==> config.mk <==
export PLATFORM = sky130hd
export DESIGN_NAME = mem_dma_master
export DESIGN_NICKNAME = d
export VERILOG_FILES = /design/src/rtl/mem_dma_master.sv
export SDC_FILE = /design/constraint.sdc
export NUM_CORES = 1
export LEC_CHECK = 0
export CAP_MARGIN = 10
export CELL_PAD_IN_SITES_DETAIL_PLACEMENT = 1
export CELL_PAD_IN_SITES_GLOBAL_PLACEMENT = 1
export CORE_AREA = 2 2 146 148
export DETAILED_ROUTE_END_ITERATION = 12
export DIE_AREA = 0 0 148 150
export PLACE_DENSITY_LB_ADDON = 0.1
export SKIP_CTS_REPAIR_TIMING = 1
export SYNTH_ARGS = -nofsm -noshare
export SYNTH_HDL_FRONTEND = slang
export SYNTH_SLANG_ARGS = --single-unit
==> constraint.sdc <==
create_clock -name clk -period 3.3 [get_ports clk]
set_input_delay 0.495 -clock clk [delete_from_list [all_inputs] [get_ports clk]]
set_output_delay 0.495 -clock clk [all_outputs]
set_load 0.03 [all_outputs]
==> src/rtl/mem_dma_master.sv <==
// mem_dma_master: word-by-word memory copy engine on a native valid/ready bus.
// Optional macro MEM_DMA_RANGE_CHK_EN aborts the copy on addresses at or beyond MEM_SIZE words.
module mem_dma_master #(
  parameter int MEM_SIZE = 16384,
  parameter int LEN_W    = 16
) (
  input  logic             clk,
  input  logic             resetn,
  input  logic             start,
  input  logic [31:0]      src_addr,
  input  logic [31:0]      dst_addr,
  input  logic [LEN_W-1:0] len_words,
  output logic             busy,
  output logic             done,
  output logic             error,
  output logic             mem_valid,
  input  logic             mem_ready,
  output logic [31:0]      mem_addr,
  output logic [3:0]       mem_wstrb,
  output logic [31:0]      mem_wdata,
  input  logic [31:0]      mem_rdata
);

`ifdef MEM_DMA_RANGE_CHK_EN
  localparam bit RANGE_CHK = 1'b1;
`else
  localparam bit RANGE_CHK = 1'b0;
`endif

  localparam logic [31:0]      MEM_WORDS = 32'(MEM_SIZE);
  localparam logic [31:0]      WORD_MASK = 32'hFFFF_FFFC;
  localparam logic [31:0]      WORD_STEP = 32'd4;
  localparam logic [LEN_W-1:0] LEN_ZERO  = {LEN_W{1'b0}};
  localparam logic [LEN_W-1:0] LEN_ONE   = {{(LEN_W-1){1'b0}}, 1'b1};

  typedef enum logic [2:0] {
    IDLE   = 3'd0,
    RD_REQ = 3'd1,
    WR_REQ = 3'd2,
    GAP    = 3'd3,
    FIN    = 3'd4
  } state_t;

  state_t           state_r;
  logic [31:0]      src_r;
  logic [31:0]      dst_r;
  logic [LEN_W-1:0] rem_r;
  logic             busy_r;
  logic             done_r;
  logic             error_r;
  logic             mem_valid_r;
  logic [31:0]      mem_addr_r;
  logic [3:0]       mem_wstrb_r;
  logic [31:0]      mem_wdata_r;
  logic [31:0]      src_word_s;
  logic [31:0]      dst_word_s;
  logic             xfer_s;

  // Out-of-range test; always false unless the range check is compiled in.
  function automatic logic addr_oob(input logic [31:0] a);
    return RANGE_CHK && ((a >> 5'd2) >= MEM_WORDS);
  endfunction

  assign src_word_s = src_addr & WORD_MASK;
  assign dst_word_s = dst_addr & WORD_MASK;
  // A ready strobe only completes a transfer while a request is outstanding.
  assign xfer_s     = mem_valid_r & mem_ready;

  // Copy sequencer with registered bus and status outputs.
  always_ff @(posedge clk) begin
    if (!resetn) begin
      state_r     <= IDLE;
      src_r       <= 32'd0;
      dst_r       <= 32'd0;
      rem_r       <= LEN_ZERO;
      busy_r      <= 1'b0;
      done_r      <= 1'b0;
      error_r     <= 1'b0;
      mem_valid_r <= 1'b0;
      mem_addr_r  <= 32'd0;
      mem_wstrb_r <= 4'b0000;
      mem_wdata_r <= 32'd0;
    end else begin
      done_r <= 1'b0;
      case (state_r)
        IDLE: begin
          if (start) begin
            src_r   <= src_word_s;
            dst_r   <= dst_word_s;
            rem_r   <= len_words;
            error_r <= 1'b0;
            busy_r  <= 1'b1;
            if (len_words == LEN_ZERO) begin
              state_r <= FIN;
            end else if (addr_oob(src_word_s)) begin
              error_r <= 1'b1;
              state_r <= FIN;
            end else begin
              state_r     <= RD_REQ;
              mem_valid_r <= 1'b1;
              mem_wstrb_r <= 4'b0000;
              mem_addr_r  <= src_word_s;
            end
          end
        end
        RD_REQ: begin
          if (xfer_s) begin
            if (addr_oob(dst_r)) begin
              error_r     <= 1'b1;
              mem_valid_r <= 1'b0;
              state_r     <= FIN;
            end else begin
              // Write request follows the read directly, carrying the captured word.
              state_r     <= WR_REQ;
              mem_addr_r  <= dst_r;
              mem_wstrb_r <= 4'b1111;
              mem_wdata_r <= mem_rdata;
            end
          end
        end
        WR_REQ: begin
          if (xfer_s) begin
            src_r       <= src_r + WORD_STEP;
            dst_r       <= dst_r + WORD_STEP;
            rem_r       <= rem_r - LEN_ONE;
            mem_valid_r <= 1'b0;
            mem_wstrb_r <= 4'b0000;
            state_r     <= (rem_r == LEN_ONE) ? FIN : GAP;
          end
        end
        GAP: begin
          if (addr_oob(src_r)) begin
            error_r <= 1'b1;
            state_r <= FIN;
          end else begin
            state_r     <= RD_REQ;
            mem_valid_r <= 1'b1;
            mem_wstrb_r <= 4'b0000;
            mem_addr_r  <= src_r;
          end
        end
        FIN: begin
          done_r  <= 1'b1;
          busy_r  <= 1'b0;
          state_r <= IDLE;
        end
        default: begin
          state_r     <= IDLE;
          busy_r      <= 1'b0;
          mem_valid_r <= 1'b0;
          mem_wstrb_r <= 4'b0000;
        end
      endcase
    end
  end

  assign busy      = busy_r;
  assign done      = done_r;
  assign error     = error_r;
  assign mem_valid = mem_valid_r;
  assign mem_addr  = mem_addr_r;
  assign mem_wstrb = mem_wstrb_r;
  assign mem_wdata = mem_wdata_r;

endmodule

==> results.yml, run 1 <==
yosys:
  ys_seq_elements: 146
  synth_top_area_share_pct: 36.8
  syn-cell-area_mm2: 0.00794
  synth_edf_count: 0
  synthTopCellsByCount: "nand2_1 (197), dfxtp_1 (146), a21oi_1 (118), nor2_1 (73), clkbuf_1 (61)"
  yosys_most_used_dff: "dfxtp_1"
  ys_async_sr_fraction_pct: 0
  synth_warnings: 0
  syn_nets: 1172
  synth.area.top_cells: "dfxtp_1 (37%), nand2_1 (9.3%), a21oi_1 (7.4%)"
  synth_top_area_cell: "dfxtp_1"
  syn_area_per_cell_um2: 7.54
  yosysMostFrequentCell: "nand2_1"
  ys_types: 65
  synth-seq-area-share_pct: 36.8
  syn_inst: 1052
power_and_ir_drop:
  combPwrFrac_pct: 19.5
  p_seq_share_pct: 41.5
  internal_power_mw: 3.31
  p_leak_nw: 3.66
  vdd_drop_max_uv: 339
  pwr-share-clk_pct: 39.0
  power.switching_mw: 1.57
  p_sw_share_pct: 32.2
  p_per_area_mw_per_mm2: 458
finish:
  postLayoutCellArea_mm2: 0.0107
  n_antenna_cell: 0
  areaGrowthSynthToFinish_pct: 34.2
  utilization_pct: 51.5
  drive_gt1_share_pct: 8.23
  final_cells: 1490
  fill_cells: 2530
  fin_nets: 1322
sta:
  worst_pin_slew_ps: 818
  fmax_mhz: 402
  finalCritPeriodShare_pct: 75.4
  hold_violations: 0
  rsz0062_at_grt: "no"
  setup_ws_ps: 811
  setup_viol: 0
  slew_headroom_pct: 44.7
  clock_skew_ps: 12.7
  setup-tns-final_ps: 0
  final-max-slew-violation-count: 0
  period_needed_ps: 2490
critical_path:
  worst_ep_arrival_time_ps: 2820
  critical-path-slowest-cell: "nor4b_1"
  cp_num_buf_inv: 1
  cp_slowest_stage_delay_ps: 740
  reg2reg_from: "dst_r[2]$_SDFFE_PN0P_"
  cp.required_ps: 3630
  end_kind: "flip-flop"
  path_class: "reg2reg"
  cp.depth: 6
  crit_end: "dst_r[18]$_SDFFE_PN0P_"
  critPathTopFamily: "simple AND/OR/NAND/NOR gates"
  cp_cell_sequence: "ha_1 -> nand4_1 -> buf_4 -> nor4b_1 -> o21ai_0 -> a32o_1"
  critPathLaunch: "dst_r[2]$_SDFFE_PN0P_"
  worstPathMaxFanout: 7
  r2r_end: "dst_r[18]$_SDFFE_PN0P_"
  worst_setup_path_start_kind: "flip-flop"
  worst-r2r-cell-count: 6
  rrSetupSlack_ps: 810
global_routing:
  grt_pass1_vias: 8329
  grt_max_degree: 76
  antenna_found_initial: 0
  overflow: 0
  grt_pass1_wl_um: 45500
  grt.total_usage_pct: 25.6
die:
  start_util_pct: 38.4
  num_rows: 53
  ios: 188
  coreArea_mm2: 0.0207
  die_h_um: 150
  die_w_um: 148
  design.die.area_mm2: 0.0222
drt:
  ant_nets: 0
  wl_um: 28500
  wl_per_cell_um: 19.1
  firstDrtPassIters: 4
  viasPerCell: 5.81
  via_count: 8661
  initialDrtViolationCount: 559
  drc: 0
status:
  status: "complete, no violations"
clock_network:
  clock-sinks: 146
  numCtsBuffers: 17
  clockBufferDepth: 2
  h-tree-depth: 4
  clkTransAtPathRegs_ps: 70
  cts-root-buf: "clkbuf_16"
  cts_tree: "built"
  clk_latency_ps: 440
placed_design:
  io_buffers: 182
  dpl_cell_area_mm2: 0.0101
  dp.cells: 1458
  hpwlAfterDp_um: 20100
  dp_worst_setup_slack_ps: 421
  place_congestion: 0.847
hold_path:
  hold_path_class: "reg2reg"
job:
  drv_cap: 0
==> cell type report <==
cell class / count / area (um^2) / area share, %
repair buffers: 222 / 2170 / 20.4
well taps: 275 / 344 / 3.23
flip-flops and latches: 146 / 2920 / 27.4
multi-input cells: 806 / 4620 / 43.3
inverters: 9 / 35.0 / 0.329
clock inverters: 15 / 136 / 1.28
clock buffers: 17 / 425 / 3.99
==> through the flow <==
step           power, mW  hold slack, ps
4_1_cts             4.91             457
3_5_place_dp        3.01             440
5_1_grt             5.09             477
6_report            4.88             455
2_1_floorplan       2.57             424
3_3_place_gp        2.98             441
==> sequential cells by signal (all words and copies together), names as in the netlist <==
register,count
mem_addr,31
rem_r,16
done,1
state_r,3
mem_wstrb,1
dst_r,30
src_r,30
busy,1
mem_wdata,32
mem_valid,1
==> how the worst min path moves through the flow <==
stage | to | slack [ps] | start | cells after the start
global placement | mem_wdata[12]$_SDFFE_PN0P_ | 440 | mem_wdata[12]$_SDFFE_PN0P_ | 2
detailed placement | rem_r[14]$_SDFFE_PN0P_ | 440 | rem_r[14]$_SDFFE_PN0P_ | 1
finish | mem_wdata[13]$_SDFFE_PN0P_ | 460 | mem_wdata[13]$_SDFFE_PN0P_ | 2
global route | mem_addr[9]$_SDFFE_PN0P_ | 480 | mem_addr[9]$_SDFFE_PN0P_ | 2
CTS | mem_addr[7]$_SDFFE_PN0P_ | 460 | mem_addr[7]$_SDFFE_PN0P_ | 2
floorplan | rem_r[14]$_SDFFE_PN0P_ | 420 | rem_r[14]$_SDFFE_PN0P_ | 1
==> tightest hold or removal path, cell delays in order, from the launching register on <==
cell and delay [ps]:
dfxtp_1 310, nand2_1 50, a21oi_1 50
==> metal layers <==
metal	routed length, um	up-vias	track usage (%)
met1	13400	4214	35.2
met5	0	-	0
met2	13100	268	42.2
met3	1550	30	3.63
met4	400	0	6.48
li1	-	4149	-
==> placed cells by master, fill, tap and decap left out, types with 13 or more instances in the layout <==
master             n
a21oi_1          118
a31oi_1           13
and3_1            15
buf_4             36
clkbuf_16         17
clkdlybuf4s50_1  182
dfxtp_1          145
mux2i_1           35
nand2_1          197
nand3_1           44
nand4_1           18
nor2_1            73
nor3_1            28
o211ai_1          36
o21ai_0           55
==> power by group through the flow <==
stage          clock network (mW)  registers (mW)  logic [mW]
5_1_grt                      2.01            2.04        1.04
3_3_place_gp                    0            2.05       0.932
2_1_floorplan                   0            2.10       0.476
4_1_cts                      1.93            2.02       0.954
3_5_place_dp                    0            2.06       0.948
6_report                     1.90            2.02       0.952
==> cell families (layout without fill, tap and decap cells) <==
family	count (synthesis)	count (layout)	share of synthesized area [%]
AND/OR/NAND/NOR	439	439	25.9
AO/OA/AOI/OAI	326	326	26.5
flip-flops	146	146	36.8
buffers and inverters	100	263	5.50
multiplexers	36	36	4.56
adder cells (fa/ha/maj)	4	4	0.631
other	1	1	0.0473
Power figures use the tool's default switching activity.
==> run 2, diff against run 1 <==
--- a/config.mk
+++ b/config.mk
@@ -8,9 +8,9 @@
 export CAP_MARGIN = 10
 export CELL_PAD_IN_SITES_DETAIL_PLACEMENT = 1
 export CELL_PAD_IN_SITES_GLOBAL_PLACEMENT = 1
-export CORE_AREA = 2 2 146 148
+export CORE_AREA = 2 2 159 161
 export DETAILED_ROUTE_END_ITERATION = 12
-export DIE_AREA = 0 0 148 150
+export DIE_AREA = 0 0 161 163
 export PLACE_DENSITY_LB_ADDON = 0.1
 export SKIP_CTS_REPAIR_TIMING = 1
 export SYNTH_ARGS = -nofsm -noshare
==> constraint.sdc (replaced) <==
create_clock -name clk -period 2 [get_ports clk]
set_input_delay 0.3 -clock clk [delete_from_list [all_inputs] [get_ports clk]]
set_output_delay 0.3 -clock clk [all_outputs]
set_load 0.03 [all_outputs]
==> results.yml, run 2 (synthesis results as in run 1) <==
drt:
  wl_per_cell_um: 19.5
  viasPerCell: 5.49
  wl_um: 32400
  initialDrtViolationCount: 579
  drc: 0
  ant_nets: 0
  via_count: 9132
  firstDrtPassIters: 5
finish:
  multi_input_area_mm2: 0.00475
  utilization_pct: 48.7
  fin_nets: 1439
  final_cell_mix: "nand2_1 (196), clkdlybuf4s50_1 (167), dfxtp_1 (142)"
  final_cells: 1662
  fill_cells: 2963
  n_antenna_cell: 0
  drive_gt1_share_pct: 18.2
  postLayoutCellArea_mm2: 0.0120
  seq_area_mm2: 0.00293
  largest_reg_flops: 32
  areaGrowthSynthToFinish_pct: 51.4
  final_common_cell: "nand2_1"
sta:
  finalCritPeriodShare_pct: 99.2
  final-max-slew-violation-count: 0
  clock_skew_ps: 12.5
  fmax_mhz: 504
  rsz0062_at_grt: "yes"
  period_needed_ps: 1980
  setup_viol: 0
  hold_violations: 0
global_routing:
  grt_max_degree: 54
  overflow: 0
  grt_pass1_wl_um: 50600
  grt.total_usage_pct: 24.1
  antenna_found_initial: 0
  grt_pass1_vias: 9187
placed_design:
  place_congestion: 0.866
  dpl_cell_area_mm2: 0.0111
  hpwlAfterDp_um: 23300
  dp.cells: 1622
  io_buffers: 182
power_and_ir_drop:
  p_leak_nw: 4.50
  p_per_area_mw_per_mm2: 706
  total_power_mw: 8.48
  vdd_drop_max_uv: 516
hold_path:
  hold_path_depth: 4
  hold_path_class: "in2reg"
  worstHoldEndpoint: "rem_r[9]$_SDFFE_PN0P_"
  hold_start: "len_words[9]"
die:
  ios: 188
  coreArea_mm2: 0.0247
  die_w_um: 161
  die_h_um: 163
  design.die.area_mm2: 0.0262
  num_rows: 58
  start_util_pct: 32.2
critical_path:
  worstPathMaxFanout: 6
  worst-r2r-cell-count: 6
  cp_slowest_stage_delay_ps: 480
  cp_cell_sequence: "clkdlybuf4s50_1 -> or4_4 -> or4_4 -> a2bb2oi_4 -> buf_12 -> clkbuf_16 -> nand2_1 -> a21oi_1"
  critPathMostFrequentCell: "or4_4"
  worst_ep_arrival_time_ps: 2340
  critPathTopFamily: "simple AND/OR/NAND/NOR gates"
  r2r_end: "src_r[18]$_SDFFE_PN0P_"
  end_kind: "flip-flop"
  reg2reg_from: "src_r[3]$_SDFFE_PN0P_"
  critical-path-slowest-cell: "or4_4"
  path_class: "in2reg"
  worst_setup_path_start_kind: "input pin"
  cp_num_buf_inv: 3
  rrSetupSlack_ps: 90
  cp.required_ps: 2360
clock_network:
  clk_latency_ps: 430
  cts-root-buf: "clkbuf_16"
  numCtsBuffers: 17
  cts_tree: "built"
  h-tree-depth: 4
  clockBufferDepth: 2
  clkTransAtPathRegs_ps: 70
  clock-sinks: 146
status:
  status: "complete, no violations"
job:
  drv_cap: 0
-- run 2: power by group --
part | leakage, nW | switching [mW] | internal (mW) | total, mW
sequential | 1.20 | 0.180 | 3.11 | 3.29
clock | 0.278 | 1.54 | 1.68 | 3.22
combinational | 3.03 | 1.03 | 0.938 | 1.97
-- run 2: worst max-delay path by stage --
stage / from / end / slack, ps / cells after the start
2_1_floorplan: dst_r[2]$_SDFFE_PN0P_ / dst_r[28]$_SDFFE_PN0P_ / 10 / 6
3_3_place_gp: len_words[3] / mem_addr[2]$_SDFFE_PN0P_ / -760 / 8
3_5_place_dp: len_words[4] / mem_addr[5]$_SDFFE_PN0P_ / -800 / 8
4_1_cts: len_words[4] / mem_addr[31]$_SDFFE_PN0P_ / -350 / 8
5_1_grt: src_r[9]$_SDFFE_PN0P_ / src_r[21]$_SDFFE_PN0P_ / -4 / 8
6_report: len_words[0] / mem_addr[12]$_SDFFE_PN0P_ / 20 / 8
-- run 2: metrics by stage --
stage / hold WS [ps] / TNS [ps] / setup slack (ps)
6_report: 240 / 0 / 15.8
5_1_grt: 276 / -7.44 / -3.71
4_1_cts: 396 / -9680 / -348
3_5_place_dp: 449 / -38030 / -800
3_3_place_gp: 442 / -36000 / -759
2_1_floorplan: 424 / 0 / 14.0
-- run 2: tightest hold or removal path, cell delays in order --
cell and delay (ps):
dlymetal6s2s_1 110, nand2_1 60, o41ai_1 50, a32o_1 110
-- run 2: per-layer routing --
metal	global-route usage, %	vias to the layer above	routed length, um
li1	-	4383	-
met1	32.3	4503	15200
met2	40.6	215	15200
met3	3.85	31	1380
met4	5.88	0	514
met5	0	-	0
-- run 2: final cells by class --
type	count	share of cell area, %
Clock buffer	17	3.54
Timing Repair Buffer	339	27.5
Multi-Input combinational cell	806	39.5
Sequential cell	146	24.4
Inverter	9	0.292
Clock inverter	15	1.38
Tap cell	330	3.44
==> run 3, diff against run 2 <==
--- a/config.mk
+++ b/config.mk
@@ -5,6 +5,7 @@
 export SDC_FILE = /design/constraint.sdc
 export NUM_CORES = 1
 export LEC_CHECK = 0
+export ABC_CLOCK_PERIOD_IN_PS = 2000
 export CAP_MARGIN = 10
 export CELL_PAD_IN_SITES_DETAIL_PLACEMENT = 1
 export CELL_PAD_IN_SITES_GLOBAL_PLACEMENT = 1
==> results of run 3 <==
Final layout, timing and power as in run 2 (identical DEF).
